===== config.mk =====
export PLATFORM = sky130hd
export DESIGN_NAME = glitch_monitor
export DESIGN_NICKNAME = d
export VERILOG_FILES = /design/src/rtl/glitch_pkg.sv /design/src/rtl/glitch_monitor_sync_edge.sv /design/src/rtl/glitch_monitor.sv
export SDC_FILE = /design/constraint.sdc
export NUM_CORES = 1
export LEC_CHECK = 0
export BUFFER_PORTS_ARGS = -buffer_cell sky130_fd_sc_hd__buf_4
export CAP_MARGIN = 0
export CORE_ASPECT_RATIO = 1.75
export CORE_MARGIN = 2
export CORE_UTILIZATION = 50
export CTS_CLUSTER_SIZE = 20
export DETAILED_ROUTE_END_ITERATION = 10
export GPL_TIMING_DRIVEN = 0
export HOLD_SLACK_MARGIN = 0.06
export PLACE_DENSITY_LB_ADDON = 0.05
export SYNTH_ARGS = -nofsm -noshare
export SYNTH_HDL_FRONTEND = slang
export SYNTH_SLANG_ARGS = --single-unit

===== constraint.sdc =====
create_clock -name clk -period 5.58 [get_ports clk]
set_input_delay 0.558 -clock clk [delete_from_list [all_inputs] [get_ports clk]]
set_output_delay 0.558 -clock clk [all_outputs]
set_load 0.02 [all_outputs]

===== src/rtl/glitch_pkg.sv =====
// Shared types and constants for the glitch measurement monitor.
package glitch_pkg;

    typedef enum logic [2:0] {
        IDLE   = 3'd0,
        DELAY  = 3'd1,
        WIDTH  = 3'd2,
        REPORT = 3'd3,
        REARM  = 3'd4
    } mon_state_t;

    localparam int PLL_FREQ_HZ            = 204_000_000;
    localparam int CNT_W_DEFAULT          = 32;
    localparam int TIMEOUT_CYCLES_DEFAULT = 204_000_000;

    function automatic logic is_busy_state(input mon_state_t s);
        return (s == DELAY) || (s == WIDTH);
    endfunction

endpackage


===== src/rtl/glitch_monitor_sync_edge.sv =====
// N-stage synchroniser with registered previous-value compare for rise/fall pulses.
module sync_edge #(
    parameter int SYNC_STAGES = 2
) (
    input  logic clk,
    input  logic rst,
    input  logic async_in,
    output logic sync_out,
    output logic rise,
    output logic fall
);

    logic [SYNC_STAGES-1:0] sync_r;
    logic                   prev_r;

    // Synchroniser chain and edge-detect history
    always_ff @(posedge clk or posedge rst) begin
        if (rst) begin
            sync_r <= '0;
            prev_r <= 1'b0;
        end else begin
            sync_r <= {sync_r[SYNC_STAGES-2:0], async_in};
            prev_r <= sync_r[SYNC_STAGES-1];
        end
    end

    assign sync_out = sync_r[SYNC_STAGES-1];
    assign rise     = sync_r[SYNC_STAGES-1] & ~prev_r;
    assign fall     = ~sync_r[SYNC_STAGES-1] & prev_r;

endmodule


===== src/rtl/glitch_monitor.sv =====
// Trigger-to-glitch delay and glitch width monitor with valid/ready result.
// Optional statistics outputs are enabled by defining GLITCH_MON_STATS_EN.
module glitch_monitor
    import glitch_pkg::*;
#(
    parameter int CNT_W          = CNT_W_DEFAULT,
    parameter int TIMEOUT_CYCLES = TIMEOUT_CYCLES_DEFAULT,
    parameter int SYNC_STAGES    = 2
) (
    input  logic             clk,
    input  logic             rst,
    input  logic             trigger,
    input  logic             glitch_in,
    input  logic             result_ready,
    output logic             result_valid,
    output logic [CNT_W-1:0] delay_count,
    output logic [CNT_W-1:0] width_count,
    output logic             timeout,
    output logic             busy_indicator,
`ifdef GLITCH_MON_STATS_EN
    output logic             done_indicator,
    output logic [15:0]      event_count,
    output logic [CNT_W-1:0] max_width
`else
    output logic             done_indicator
`endif
);

    localparam logic [CNT_W-1:0] TMO_C = CNT_W'(TIMEOUT_CYCLES);
    localparam logic [CNT_W-1:0] ONE_C = {{(CNT_W-1){1'b0}}, 1'b1};

    function automatic logic [CNT_W-1:0] sat_inc(input logic [CNT_W-1:0] v);
        return (&v) ? v : v + ONE_C;
    endfunction

    logic trig_sync_s, trig_rise_s, trig_fall_s;
    logic glitch_sync_s, glitch_rise_s, glitch_fall_s;

    sync_edge #(.SYNC_STAGES(SYNC_STAGES)) u_trig_sync (
        .clk      (clk),
        .rst      (rst),
        .async_in (trigger),
        .sync_out (trig_sync_s),
        .rise     (trig_rise_s),
        .fall     (trig_fall_s)
    );

    sync_edge #(.SYNC_STAGES(SYNC_STAGES)) u_glitch_sync (
        .clk      (clk),
        .rst      (rst),
        .async_in (glitch_in),
        .sync_out (glitch_sync_s),
        .rise     (glitch_rise_s),
        .fall     (glitch_fall_s)
    );

    mon_state_t       state_r, state_nxt_s;
    logic [CNT_W-1:0] dcnt_r, dcnt_nxt_s, dcnt_inc_s;
    logic [CNT_W-1:0] wcnt_r, wcnt_nxt_s, wcnt_inc_s;
    logic [CNT_W-1:0] delay_r, delay_nxt_s;
    logic [CNT_W-1:0] width_r, width_nxt_s;
    logic             timeout_r, timeout_nxt_s;
    logic             valid_r, busy_r, done_r;

    assign dcnt_inc_s = sat_inc(dcnt_r);
    assign wcnt_inc_s = sat_inc(wcnt_r);

    // Next-state and result-latch decisions
    always_comb begin
        state_nxt_s   = state_r;
        dcnt_nxt_s    = dcnt_r;
        wcnt_nxt_s    = wcnt_r;
        delay_nxt_s   = delay_r;
        width_nxt_s   = width_r;
        timeout_nxt_s = timeout_r;
        case (state_r)
            IDLE: begin
                dcnt_nxt_s = '0;
                wcnt_nxt_s = '0;
                if (trig_rise_s && glitch_rise_s) begin
                    delay_nxt_s   = '0;
                    timeout_nxt_s = 1'b0;
                    wcnt_nxt_s    = ONE_C;
                    state_nxt_s   = WIDTH;
                end else if (trig_rise_s) begin
                    state_nxt_s = DELAY;
                end else begin
                    state_nxt_s = IDLE;
                end
            end
            DELAY: begin
                dcnt_nxt_s = dcnt_inc_s;
                if (glitch_rise_s) begin
                    delay_nxt_s   = dcnt_inc_s;
                    timeout_nxt_s = 1'b0;
                    wcnt_nxt_s    = ONE_C;
                    state_nxt_s   = WIDTH;
                end else if (dcnt_inc_s >= TMO_C) begin
                    delay_nxt_s   = TMO_C;
                    width_nxt_s   = '0;
                    timeout_nxt_s = 1'b1;
                    state_nxt_s   = REPORT;
                end else begin
                    state_nxt_s = DELAY;
                end
            end
            WIDTH: begin
                if (glitch_fall_s || !glitch_sync_s) begin
                    width_nxt_s = wcnt_r;
                    state_nxt_s = REPORT;
                end else if (wcnt_inc_s >= TMO_C) begin
                    width_nxt_s   = TMO_C;
                    timeout_nxt_s = 1'b1;
                    state_nxt_s   = REPORT;
                end else begin
                    wcnt_nxt_s  = wcnt_inc_s;
                    state_nxt_s = WIDTH;
                end
            end
            REPORT: begin
                if (result_ready) begin
                    state_nxt_s = REARM;
                end else begin
                    state_nxt_s = REPORT;
                end
            end
            REARM: begin
                // Holding here until trigger is low blocks re-trigger on a held-high line
                if (!trig_sync_s || trig_fall_s) begin
                    state_nxt_s = IDLE;
                end else begin
                    state_nxt_s = REARM;
                end
            end
            default: begin
                state_nxt_s = IDLE;
            end
        endcase
    end

    // State, counters and registered outputs
    always_ff @(posedge clk or posedge rst) begin
        if (rst) begin
            state_r   <= IDLE;
            dcnt_r    <= '0;
            wcnt_r    <= '0;
            delay_r   <= '0;
            width_r   <= '0;
            timeout_r <= 1'b0;
            valid_r   <= 1'b0;
            busy_r    <= 1'b0;
            done_r    <= 1'b0;
        end else begin
            state_r   <= state_nxt_s;
            dcnt_r    <= dcnt_nxt_s;
            wcnt_r    <= wcnt_nxt_s;
            delay_r   <= delay_nxt_s;
            width_r   <= width_nxt_s;
            timeout_r <= timeout_nxt_s;
            valid_r   <= (state_nxt_s == REPORT);
            busy_r    <= is_busy_state(state_nxt_s);
            done_r    <= (state_nxt_s == REPORT);
        end
    end

    assign result_valid   = valid_r;
    assign delay_count    = delay_r;
    assign width_count    = width_r;
    assign timeout        = timeout_r;
    assign busy_indicator = busy_r;
    assign done_indicator = done_r;

`ifdef GLITCH_MON_STATS_EN
    logic [15:0]      event_cnt_r;
    logic [CNT_W-1:0] max_width_r;
    logic             accept_s;

    assign accept_s = (state_r == REPORT) && result_ready && !timeout_r;

    // Statistics over accepted, non-timeout results
    always_ff @(posedge clk or posedge rst) begin
        if (rst) begin
            event_cnt_r <= 16'd0;
            max_width_r <= '0;
        end else if (accept_s) begin
            event_cnt_r <= (&event_cnt_r) ? event_cnt_r : event_cnt_r + 16'd1;
            max_width_r <= (width_r > max_width_r) ? width_r : max_width_r;
        end else begin
            event_cnt_r <= event_cnt_r;
            max_width_r <= max_width_r;
        end
    end

    assign event_count = event_cnt_r;
    assign max_width   = max_width_r;
`endif

endmodule


==> impl_metrics.tcl <==
set metrics [dict create \
    status "finished clean" \
    max_cap_violations 0 \
    ctsHtreeMaxLevel 4 \
    clkLatencyLatePin_ns 0.43 \
    cts_root_buf "clkbuf_16" \
    cts_resized 0 \
    layout_min_cycle_time_ns 5.00 \
    finalMaxSlewViolations 0 \
    regToRegEndpoint "delay_count[5]" \
    skew_ns 0.0157 \
    fillers 1343 \
    die_y_um 170 \
    ff2ff_path_depth 13 \
    drt_iter0_markers 462 \
    crit_slowest_cell "nor3_1" \
    max_stage_delay_ns 0.90 \
    peakVddDrop_mv 0.217 \
    place.detailed.hpwl_um 19700 \
    worst-path-buf-inv 3 \
    grt_use_total 0.319 \
    area_growth_pct 17.7 \
    die-area_um2 16700 \
    firstDrtPassIters 6 \
    dr_total_vias 7521 \
    worst_ep_arrival_time_ns 5.30 \
    clk_pin_slew_ns 0.07 \
    io_pins 73 \
    p_per_area_nw_per_um2 364 \
    path_cells "ha_1 -> clkbuf_1 -> nand4_1 -> nor3_1 -> a31oi_1 -> and3_1 -> nor4_1 -> nand4_1 -> o211a_1 -> a31o_2 -> buf_2 -> buf_2 -> a22o_1" \
    yosysTopAreaCell "dfrtp_1" \
    port-buffer-count 72 \
    dp.cells 1121 \
    cp_data_required_time_ns 5.89 \
    r2r_start "dcnt_r[0]" \
    syn_area_um2 7840 \
    syn_inst 862 \
    grt_pass1_vias 7769 \
    ys_warn_count 0 \
    yosysSeqAreaShare 0.447 \
    holdCritPathClass "input port to async pin" \
    grt_max_degree 84 \
    ys_types 71 \
    die_x_um 98.7 \
    path_delay_family "simple AND/OR/NAND/NOR gates" \
    cts_setup_buffers 0 \
    avgRoutedWirePerCell_um 23.1 \
    final_antenna_net_count 0 \
    hold_violations 0 \
    wirelength_um 26600 \
    nets 961 \
    fmax_mhz 200 \
    cts_tree "built" \
    drive_gt1_frac 0.170 \
    p_leak_nw 4.06 \
    startpoint_type "flop" \
    setup_viol_count_final 0 \
    route.detailed.drc 0 \
    synth_edf_count 0 \
    instances_no_fill 1153 \
    grt-ovfl-total 0 \
    synth.area.top_cells "dfrtp_1, a22o_1, nand2_1" \
    place.gp.congestion 1.01 \
    antenna_found_initial 0 \
    clockBufferDepth 2 \
    antenna_cells 0 \
    cts_buffers 17 \
    synth-seq-cells 140 \
    routed_via_density 6.52 \
    relSlewSlack 0.264 \
    pre_cts_slack_ns 0.733 \
    hold_buffers 0 \
    tightest_slew_ns 1.09 \
    synth_top_area_frac 0.447 \
    path_max_fanout 10 \
    path_class "flop to flop" \
    std_cell_rows 60 \
    clock-sinks 140 \
    ff2ff_setup_slack_ns 0.58 \
    postSynthAreaPerCell_um2 9.10 \
    synthFlopType "dfrtp_1" \
    rsz0062_at_grt "no" \
    core_um2 15400 \
    initial_core_util 0.510 \
    synth_fp_nets 869 \
    setup_slack_ns 0.583 \
    utilization 0.600 \
    layout_worst_path_cycle_share 0.896 \
    grt_pass1_wl_um 41300 \
    ys_async_sr_fraction 1.00 \
    end_kind "flop" \
]
[cells in the mapped netlist, types with 3 or more instances]
cell	count
a211oi_1	4
nor2_1	70
nor3_1	27
a21o_1	13
a311oi_1	5
o21ai_1	3
mux2i_1	5
or2_2	5
o2bb2ai_1	9
xnor2_1	16
dfrtp_1	140
xor2_1	11
o21ai_0	54
nor2b_1	3
nand2b_1	6
nor4b_1	7
or3_1	13
buf_2	27
a22o_1	40
nor4_1	8
and2_1	13
nand2_1	85
mux2_2	3
o41ai_1	5
nand4_1	30
o31ai_1	28
nor3b_1	4
buf_4	3
o211ai_1	5
and3_1	12
inv_1	19
o2111ai_1	3
a2111oi_0	3
clkbuf_1	33
o22a_1	4
a21oi_1	42
a31oi_1	17
or4_1	6
and4_1	7
nand3_1	35
[layout by cell type (no fill, tap or decap), types with 28 or more instances in the layout]
master	Yosys	routed
dfrtp_1	140	140
nand2_1	85	85
buf_4	3	75
nor2_1	70	70
o21ai_0	54	54
a21oi_1	42	42
a22o_1	40	40
nand3_1	35	35
clkbuf_1	33	33
nand4_1	30	30
o31ai_1	28	28
[sequential cells by signal, summed over array words and instances, names as in the netlist]
| register | flops |
|---|---|
| done_indicator | 1 |
| u_glitch_sync.sync_r | 2 |
| timeout | 1 |
| dcnt_r | 32 |
| wcnt_r | 32 |
| state_r | 3 |
| u_trig_sync.sync_r | 2 |
| u_glitch_sync.prev_r | 1 |
| u_trig_sync.prev_r | 1 |
| delay_count | 32 |
| width_count | 32 |
| busy_indicator | 1 |
[final cells by class]
cell class                      count  area, um^2  area share
Buffer                             66         303      0.0328
Tap cell                          186         233      0.0252
Clock buffer                       19         453      0.0491
Timing Repair Buffer               73         568      0.0615
Sequential cell                   140        3500       0.380
Multi-Input combinational cell    636        3960       0.429
Clock inverter                     13         130      0.0141
Inverter                           20        80.1     0.00868
[kinds of logic after synthesis]
logic type      count (synthesis)  share of synthesized area
buf+inv                        86                     0.0482
simple gates                  342                      0.229
xor+xnor                       27                     0.0302
compound gates                257                      0.232
fa+ha+maj                       2                    0.00319
flops                         140                      0.447
mux                             8                     0.0107
[per-layer routing]
metal,global-route usage,up-vias,wire (um)
met5,0,-,0
met4,0.236,0,2020
met3,0.0474,126,1020
met2,0.603,285,14700
met1,0.305,3703,8900
li1,-,3407,-
[report_power, final]
group / total, W / switching (W) / internal, W
combinational: 0.00101 / 0.000706 / 0.000300
clock: 0.00114 / 0.000496 / 0.000648
sequential: 0.00121 / 0.0000860 / 0.00113
[worst max-delay path by stage]
stage,cells past startpoint,end,slack (ns),startpoint
after detailed placement,12,width_count[27],0.73,dcnt_r[0]
after global placement,2,wcnt_r[17],-0.20,rst
after global routing,13,delay_count[5],0.28,dcnt_r[0]
after floorplan,1,busy_indicator,1.27,rst
after CTS,12,width_count[27],0.68,dcnt_r[0]
final,13,delay_count[5],0.58,dcnt_r[0]
[through the flow]
step | hold slack, ns | area, um^2 | TNS [ns] | power (W)
2_1_floorplan | 0.331 | 7840 | 0 | 0.00179
3_3_place_gp | 0.334 | 8610 | -25.19 | 0.00220
3_5_place_dp | 0.346 | 8650 | 0 | 0.00222
4_1_cts | 0.200 | 9230 | 0 | 0.00335
5_1_grt | 0.226 | 9230 | 0 | 0.00348
6_report | 0.186 | 9230 | 0 | 0.00336
(Power assumes the default switching activity.)
